===== src/rtl/inst_fetch_buf_pkg.sv =====
// Shared definitions for the instruction fetch buffer: reset PC default,
// front-end state encoding and the credit counter width helper.
package fetch_pkg;

    localparam logic [31:0] RESET_PC_DEFAULT = 32'hBFC0_0000;

    typedef enum logic {
        BOOT,
        RUN
    } fetch_state_e;

    function automatic int unsigned cnt_width(input int unsigned depth);
        return $clog2(depth + 1);
    endfunction

endpackage


===== src/rtl/inst_fetch_buf_fifo.sv =====
// Prefetch FIFO: synchronous push/pop with a flush, zero-latency head data.
module fetch_fifo
    import fetch_pkg::*;
#(
    parameter int unsigned DATA_W = 32,
    parameter int unsigned DEPTH  = 4
) (
    input  logic                        clk,
    input  logic                        rst_n,
    input  logic                        clear,
    input  logic                        push,
    input  logic [DATA_W-1:0]           push_data,
    input  logic                        pop,
    output logic [cnt_width(DEPTH)-1:0] count,
    output logic [DATA_W-1:0]           head
);

    localparam int unsigned PTR_W = $clog2(DEPTH);
    localparam int unsigned CNT_W = cnt_width(DEPTH);

    logic [DATA_W-1:0] mem_q [DEPTH];
    logic [DATA_W-1:0] mem_d [DEPTH];
    logic [PTR_W-1:0]  rd_ptr_q, rd_ptr_d;
    logic [PTR_W-1:0]  wr_ptr_q, wr_ptr_d;
    logic [CNT_W-1:0]  count_q, count_d;
    logic              do_push, do_pop;

    always_comb begin
        do_push  = push && !clear && (count_q != CNT_W'(DEPTH));
        do_pop   = pop && !clear && (count_q != '0);
        mem_d    = mem_q;
        rd_ptr_d = rd_ptr_q;
        wr_ptr_d = wr_ptr_q;
        count_d  = count_q;
        if (clear) begin
            rd_ptr_d = '0;
            wr_ptr_d = '0;
            count_d  = '0;
        end else begin
            if (do_push) begin
                mem_d[wr_ptr_q] = push_data;
                wr_ptr_d        = wr_ptr_q + 1'b1;
            end
            if (do_pop) begin
                rd_ptr_d = rd_ptr_q + 1'b1;
            end
            case ({do_push, do_pop})
                2'b10:   count_d = count_q + 1'b1;
                2'b01:   count_d = count_q - 1'b1;
                default: count_d = count_q;
            endcase
        end
    end

    always_ff @(posedge clk or negedge rst_n) begin
        if (!rst_n) begin
            mem_q    <= '{default: '0};
            rd_ptr_q <= '0;
            wr_ptr_q <= '0;
            count_q  <= '0;
        end else begin
            mem_q    <= mem_d;
            rd_ptr_q <= rd_ptr_d;
            wr_ptr_q <= wr_ptr_d;
            count_q  <= count_d;
        end
    end

    always_comb begin
        count = count_q;
        head  = mem_q[rd_ptr_q];
    end

endmodule


===== src/rtl/inst_fetch_buf.sv =====
// Instruction fetch front end: credit-limited request generator over a
// gnt/fin memory handshake, prefetch FIFO toward IF/ID, redirect flush.
module inst_fetch_buf
    import fetch_pkg::*;
#(
    parameter int unsigned       ADDR_W   = 32,
    parameter int unsigned       DATA_W   = 32,
    parameter int unsigned       DEPTH    = 4,
    parameter logic [ADDR_W-1:0] RESET_PC = ADDR_W'(RESET_PC_DEFAULT)
) (
    input  logic              clk,
    input  logic              rst_n,
    input  logic              redirect,
    input  logic [ADDR_W-1:0] redirect_pc,
    input  logic              id_stall,
    output logic              read_ce,
    output logic [ADDR_W-3:0] irom_addr,
    input  logic              irom_gnt,
    input  logic              irom_fin,
    input  logic [DATA_W-1:0] rom_inst,
    output logic              inst_valid,
    output logic [DATA_W-1:0] inst,
    output logic [ADDR_W-1:0] inst_pc,
    output logic              stall_pc_flush_if_id
);

    localparam int unsigned CNT_W = cnt_width(DEPTH);
    localparam int unsigned SUM_W = CNT_W + 2;

    fetch_state_e      state_q, state_d;
    logic [ADDR_W-1:0] fetch_pc_q, fetch_pc_d;
    logic [ADDR_W-1:0] head_pc_q, head_pc_d;
    logic [CNT_W-1:0]  outst_q, outst_d;
    logic [CNT_W-1:0]  drop_q, drop_d;
    logic [CNT_W-1:0]  count;
    logic [DATA_W-1:0] head_data;
    logic [SUM_W-1:0]  in_use;
    logic              grant, push, pop;
    logic              unused_pc_bits;

    fetch_fifo #(
        .DATA_W (DATA_W),
        .DEPTH  (DEPTH)
    ) u_fifo (
        .clk       (clk),
        .rst_n     (rst_n),
        .clear     (redirect),
        .push      (push),
        .push_data (rom_inst),
        .pop       (pop),
        .count     (count),
        .head      (head_data)
    );

    always_ff @(posedge clk or negedge rst_n) begin
        if (!rst_n) begin
            state_q <= BOOT;
        end else begin
            state_q <= state_d;
        end
    end

    always_comb begin
        case (state_q)
            BOOT:    state_d = RUN;
            default: state_d = RUN;
        endcase
    end

    always_comb begin
        in_use               = SUM_W'(outst_q) + SUM_W'(count) + SUM_W'(drop_q);
        read_ce              = (state_q == RUN) && !redirect && (in_use < SUM_W'(DEPTH));
        irom_addr            = fetch_pc_q[ADDR_W-1:2];
        inst_valid           = (count != '0);
        inst                 = head_data;
        inst_pc              = head_pc_q;
        stall_pc_flush_if_id = !inst_valid;
        unused_pc_bits       = ^redirect_pc[1:0];
    end

    always_comb begin
        grant      = read_ce && irom_gnt;
        pop        = inst_valid && !id_stall && !redirect;
        push       = 1'b0;
        fetch_pc_d = fetch_pc_q;
        head_pc_d  = head_pc_q;
        outst_d    = outst_q;
        drop_d     = drop_q;
        if (redirect) begin
            fetch_pc_d = {redirect_pc[ADDR_W-1:2], 2'b00};
            head_pc_d  = {redirect_pc[ADDR_W-1:2], 2'b00};
            // Live requests become stale: fold them into drop so that outst
            // only ever counts responses that will be kept.
            drop_d     = drop_q + outst_q
                       - CNT_W'(irom_fin && ((drop_q != '0) || (outst_q != '0)));
            outst_d    = '0;
        end else begin
            if (grant) begin
                fetch_pc_d = fetch_pc_q + ADDR_W'(4);
            end
            if (pop) begin
                head_pc_d = head_pc_q + ADDR_W'(4);
            end
            if (irom_fin && (drop_q != '0)) begin
                drop_d = drop_q - 1'b1;
            end else if (irom_fin && (outst_q != '0)) begin
                push = 1'b1;
            end
            outst_d = outst_q + CNT_W'(grant) - CNT_W'(push);
        end
    end

    always_ff @(posedge clk or negedge rst_n) begin
        if (!rst_n) begin
            fetch_pc_q <= RESET_PC;
            head_pc_q  <= RESET_PC;
            outst_q    <= '0;
            drop_q     <= '0;
        end else begin
            fetch_pc_q <= fetch_pc_d;
            head_pc_q  <= head_pc_d;
            outst_q    <= outst_d;
            drop_q     <= drop_d;
        end
    end

endmodule


===== config.mk =====
export PLATFORM = sky130hd
export DESIGN_NAME = inst_fetch_buf
export DESIGN_NICKNAME = d
export VERILOG_FILES = /design/src/rtl/inst_fetch_buf_pkg.sv /design/src/rtl/inst_fetch_buf_fifo.sv /design/src/rtl/inst_fetch_buf.sv
export SDC_FILE = /design/constraint.sdc
export NUM_CORES = 1
export LEC_CHECK = 0
export ABC_AREA = 1
export BUFFER_PORTS_ARGS = -buffer_cell sky130_fd_sc_hd__buf_4
export CAP_MARGIN = 20
export CORE_MARGIN = 4
export CORE_UTILIZATION = 40
export DETAILED_ROUTE_END_ITERATION = 6
export GPL_TIMING_DRIVEN = 0
export PLACE_DENSITY = 0.64
export SYNTH_ARGS = -nofsm -noshare
export SYNTH_HDL_FRONTEND = slang
export SYNTH_HIERARCHICAL = 1
export SYNTH_SLANG_ARGS = --single-unit

===== constraint.sdc =====
create_clock -name clk -period 3.6 [get_ports clk]
set_input_delay 0.18 -clock clk [delete_from_list [all_inputs] [get_ports clk]]
set_output_delay 0.18 -clock clk [all_outputs]
set_load 0.01 [all_outputs]

# ---- After elaboration in Yosys (flattened, before gate mapping)
# Cells that the tools add are included.
dict set report totals {
  reg_bits 206
  in_bits 70
  output_inout_bits 97
  elab_cells 85
}
dict set report classes {
  add_sub_neg 13
  magnitude_cmp 4
  n_eq_ne 3
  muxes 23
  bitwise 3
  n_reduce_logical 27
}
# cell count
set op_table {}
lappend op_table {{$mux 32} 7}
lappend op_table {{$bwmux 128} 1}
lappend op_table {{$add 32x3->32 const B} 2}
lappend op_table {{$bmux 32 s2} 1}
lappend op_table {{$demux 32 s2} 1}
lappend op_table {{$logic_and 1x1->1} 13}
lappend op_table {{$mux 3} 4}
lappend op_table {{$reduce_bool 3->1} 4}
lappend op_table {{$reduce_bool 2->1} 5}
lappend op_table {{$mux 2} 4}
lappend op_table {{$ge 3x3->1 const B} 2}
lappend op_table {{$not 2->3} 2}
lappend op_table {{$pmux 3 s2} 1}
lappend op_table {{$sub 3x1->3} 2}
lappend op_table {{$sub 3x1->3 const B} 2}
lappend op_table {{$add 4x3->5} 1}
lappend op_table {{$lt 5x3->1 const B} 1}
lappend op_table {{$add 2x1->2 const B} 2}
lappend op_table {{$add 3x3->4} 1}
lappend op_table {{$mux 1} 4}
lappend op_table {{$add 3x1->3} 1}
lappend op_table {{$add 3x1->3 const B} 1}
lappend op_table {{$add 3x3->3} 1}
lappend op_table {{$logic_not 1->1} 3}
lappend op_table {{other kinds (7)} 7}

# ---- Depth between registers and ports, before layout
dict set report logic_depth {
  depth_word 11
  mapped_depth 18
  ltp_nobuf 17
}

# ---- By module
# Netlist, hierarchy kept.
# mod instances cells_each area_each_um2 seq_area_each_um2
set modules_own_cells {}
lappend modules_own_cells {fetch_fifo 1 797 6401.1 3378.2}
lappend modules_own_cells {inst_fetch_buf 1 778 5034.8 1699.1}

# ---- Worst setup path after synthesis
# OpenSTA, ideal clock, no wires.
dict set report synth_timing {
  path_kind {flip-flop to flip-flop}
  start {register u_fifo.count_q[1] (netlist: u_fifo/count[1])}
  end {register outst_q[2]}
  setup_time_ps 86
  arrival_time_ps 3276
  required_time_ps 3514
  path_slack_ps 238
  path_stages_with_launch 16
  cell_sequence {dfrtp_1 inv_1 fa_1 a21oi_1 fa_1 a211oi_2 nand3_1 buf_6 buf_6 ha_1 inv_1 ha_1 inv_1 fa_1 and3_1 nor3_1}
}
dict set report synth_via {
  elab_chain_cells 8
}
# item line_no
set synth_rtl {}
lappend synth_rtl {{start: declaration} inst_fetch_buf_fifo.sv:25} ;# logic [CNT_W-1:0] count_q, count_d;
lappend synth_rtl {{start signal: assignment} inst_fetch_buf_fifo.sv:65} ;# count_q <= count_d;
lappend synth_rtl {{$add 3x3->4} inst_fetch_buf.sv:71} ;# in_use = SUM_W'(outst_q) + SUM_W'(count) + SUM_W'(drop_q);
lappend synth_rtl {{$add 4x3->5} inst_fetch_buf.sv:71}
lappend synth_rtl {{$lt 5x3->1} inst_fetch_buf.sv:72} ;# read_ce = (state_q == RUN) && !redirect && (in_use < SUM_W'(DEPTH));
lappend synth_rtl {{$logic_and 1x1->1} inst_fetch_buf.sv:72}
lappend synth_rtl {{$logic_and 1x1->1} inst_fetch_buf.sv:82} ;# grant = read_ce && irom_gnt;
lappend synth_rtl {{$add 3x1->3} inst_fetch_buf.sv:109} ;# outst_d = outst_q + CNT_W'(grant) - CNT_W'(push);
lappend synth_rtl {{$sub 3x1->3} inst_fetch_buf.sv:109}
lappend synth_rtl {{$mux 3} inst_fetch_buf.sv:89} ;# if (redirect) begin
lappend synth_rtl {{named net outst_d[2]} inst_fetch_buf.sv:33} ;# logic [CNT_W-1:0] outst_q, outst_d;
lappend synth_rtl {{end signal: assignment} inst_fetch_buf.sv:122} ;# outst_q <= outst_d;
lappend synth_rtl {{end: declaration} inst_fetch_buf.sv:33}
# The timed path passes the listed nets, and every way through them passes these cells.
# A chain may end at the register's enable or synchronous reset.

# ---- Worst setup path in the final report
# Same ends and word-level chain as after synthesis.

==> flow_metrics.py <==
metrics = {
    "logic_synthesis": {
        "synth_ff_type": "dfrtp_1",
        "synth_area_sq_um": 11400,
        "yosysWarningCount": 6,
        "synth-seq-cells": 202,
        "async_flop_share_pct": 100,
        "avgSynthCellArea_sq_um": 7.26,
        "synth_edf_count": 0,
        "syn_inst": 1575,
        "synth_cell_types": 37,
        "ys_seq_area_share_pct": 44.4,
    },
    "grt": {
        "grt_max_degree": 105,
        "antenna_found_initial": 0,
        "overflow": 0,
        "met3_usage_pct": 3.63,
        "met1_usage_pct": 35.3,
        "grtUsageMet2_pct": 38.4,
        "grt_usage_pct": 24.4,
        "grt_pass1_wl_um": 61600,
        "grt_pass1_vias": 11230,
        "grt_busiest_layer": "met2",
    },
    "final_layout": {
        "antenna_cells": 0,
        "syn_to_final_growth_pct": 28.0,
        "drive_above_1_share_pct": 15.8,
        "nNetsFinal": 1925,
        "finalInstanceArea_sq_um": 14600,
    },
    "clock_tree": {
        "cts_sinks": 202,
        "ctsLongestPathBuffers": 3,
        "cts_root_buffer": "clkbuf_16",
        "cts_tree": "yes",
        "clock_latency_ns": 0.53,
        "numCtsBuffers": 24,
        "clkTransAtPathRegs_ns": 0.06,
        "htree_levels": 1,
    },
    "timing": {
        "setup_viol": 0,
        "max_freq_mhz": 286,
        "relSlewSlack_pct": 45.7,
        "skew_ns": 0.0161,
        "slew_viol_final": 0,
        "hold_viol": 0,
        "period_share_pct": 97.0,
        "finalCriticalPeriod_ns": 3.49,
        "tightest_slew_ns": 0.815,
        "hold_ws_ns": 0.0243,
    },
    "flow_run": {
        "drv_cap": 0,
    },
    "pwr": {
        "p_total_mw": 8.07,
        "leakagePower_nw": 7.53,
        "vdd_ir_drop_max_mv": 0.347,
        "powerDensity_nw_per_um2": 551,
    },
    "die": {
        "rows": 61,
        "coreArea_sq_um": 28000,
        "io_pins": 167,
        "dieArea_sq_um": 31400,
        "start_util_pct": 40.8,
        "die_h_um": 177,
        "die_w_um": 177,
    },
    "detailed_routing": {
        "wl_um": 38900,
        "vias_per_cell": 5.29,
        "drc": 0,
        "via_count": 11784,
        "dr.pass1.iters": 7,
        "avgRoutedWirePerCell_um": 17.5,
        "ant_nets": 0,
        "drtIter0Drc": 1174,
    },
    "critical_path": {
        "cp-start-kind": "flop",
        "reg2reg_depth": 15,
        "cp.arrival_ns": 3.92,
        "crit_type": "reg -> reg",
        "crit_fanout": 10,
        "cp.required_ns": 4.03,
        "end_kind": "flop",
    },
    "place": {
        "place_area_sq_um": 13200,
        "hpwl_um": 27300,
        "numPortBuffers": 162,
        "place_congestion": 0.944,
    },
    "outcome": {
        "outcome": "finished clean",
    },
    "hold_path": {
        "hold_depth": 3,
        "holdCritPathClass": "in -> reg",
    },
}
## per-layer routing
metal / wire [um] / vias up
met5: 0 / -
met4: 994 / 0
met3: 2890 / 78
met2: 17500 / 479
met1: 17500 / 5614
li1: - / 5613
## kinds of logic after synthesis
logic type,synth area share (%)
AO/OA/AOI/OAI,13.4
XOR/XNOR,1.76
adder cells (fa/ha/maj),2.80
other,0.0657
buffers and inverters,6.95
flip-flops,44.4
AND/OR/NAND/NOR,30.6
## flip-flops by register name, indices dropped and copies added, names as in the netlist
name             count
u_fifo/rd_ptr_q      2
outst_q              3
state_q              1
u_fifo/wr_ptr_q      2
inst_pc             30
fetch_pc_q          30
u_fifo/mem_q       128
drop_q               3
u_fifo/count         3
## cells in the final DEF (no fill, tap or decap), types with 3 or more instances in the layout
cell           synthesis  final
a21oi_1               10      9
a31oi_1                3      3
buf_1                  9      9
buf_2                 21     21
buf_4                  5    174
buf_6                 14     13
clkbuf_1              29     34
clkbuf_16              0     25
clkbuf_8               0      4
clkinv_2               0      4
conb_1                 2      3
dfrtp_1              184    182
dfstp_2               18     18
dlygate4sd3_1          0     60
fa_1                   6      5
ha_1                  16     16
inv_1                 87     83
inv_2                  4      8
nand2_1              572    572
nand2_2                3      3
nand3_1               85     84
nand3b_1               9      9
nand4_1               11     11
nor2_1               168    168
nor2_4                 6      6
nor3_1                 8      8
o211ai_1               9      9
o21ai_0              141    141
o21ai_1               90     90
o22ai_1               32     32
xnor2_1                9      9
xor2_1                14     14
## through the flow
step,util [%],std cells,TNS [ns],setup WS [ns]
after floorplan,-,1576,0,0.238
after global placement,46.9,2116,-0.0331,-0.0331
after detailed placement,47.0,2117,-0.0739,-0.0739
after CTS,52.0,2218,0,0.0130
after global routing,52.3,2226,-0.0115,-0.0115
final,52.3,2226,0,0.107
## cells in the mapped netlist, types with 11 or more instances
cell type  number  share of area, %
buf_2          21              0.92
buf_6          14               1.4
clkbuf_1       29              0.95
dfrtp_1       184                40
dfstp_2        18               4.1
ha_1           16               1.8
inv_1          87               2.9
nand2_1       572                19
nand3_1        85               3.7
nand4_1        11              0.60
nor2_1        168               5.5
o21ai_0       141               6.2
o21ai_1        90               3.9
o22ai_1        32               1.8
xor2_1         14               1.1
## worst paths after layout
path                                  start                end  slack, ns
min reg2reg                u_fifo/mem_q[44]   u_fifo/mem_q[44]       0.47
min in group asynchronous             rst_n   u_fifo/mem_q[24]       0.30
max reg2reg                 u_fifo/count[1]         outst_q[2]       0.11
max                         u_fifo/count[1]         outst_q[2]       0.11
min                         redirect_pc[11]        inst_pc[11]       0.02
max in group asynchronous             rst_n  u_fifo/mem_q[104]       2.33
## worst max-delay path, stage by stage, from the launching register on
cell      delay (ns)
dfrtp_2         0.37
inv_2           0.05
fa_1            0.51
a21oi_2         0.14
fa_2            0.46
a211oi_4        0.19
nand3_2         0.15
buf_12          0.18
buf_6           0.15
ha_1            0.27
inv_1           0.06
ha_1            0.14
inv_1           0.05
fa_1            0.36
and3_1          0.18
nor3_1          0.11
## repair_timing
item                                   CTS  global route
setup buffers                            0             8
pin swaps                                1             4
endpoints found under the hold margin  241             0
hold buffers                            60             0
resized for setup                        4             8
setup endpoints to repair                2             2
cloned                                   0             0
## report_power, final
| group | total, mW | internal (mW) | switching, mW |
|---|---|---|---|
| Sequential | 3.04 | 2.63 | 0.412 |
| Clock | 2.47 | 1.49 | 0.978 |
| Combinational | 2.57 | 1.13 | 1.44 |
| Total | 8.07 | 5.25 | 2.83 |
## area by class of cell
class | instances | area (sq um)
Buffer | 78 | 452
Clock buffer | 34 | 699
Clock inverter | 7 | 88.8
Fill cell | 2727 | 13400
Inverter | 93 | 352
Multi-Input combinational cell | 1203 | 5590
Sequential cell | 202 | 5080
Tap cell | 378 | 473
Timing Repair Buffer | 231 | 1910
Note: power is estimated with default switching activity, not from simulation.
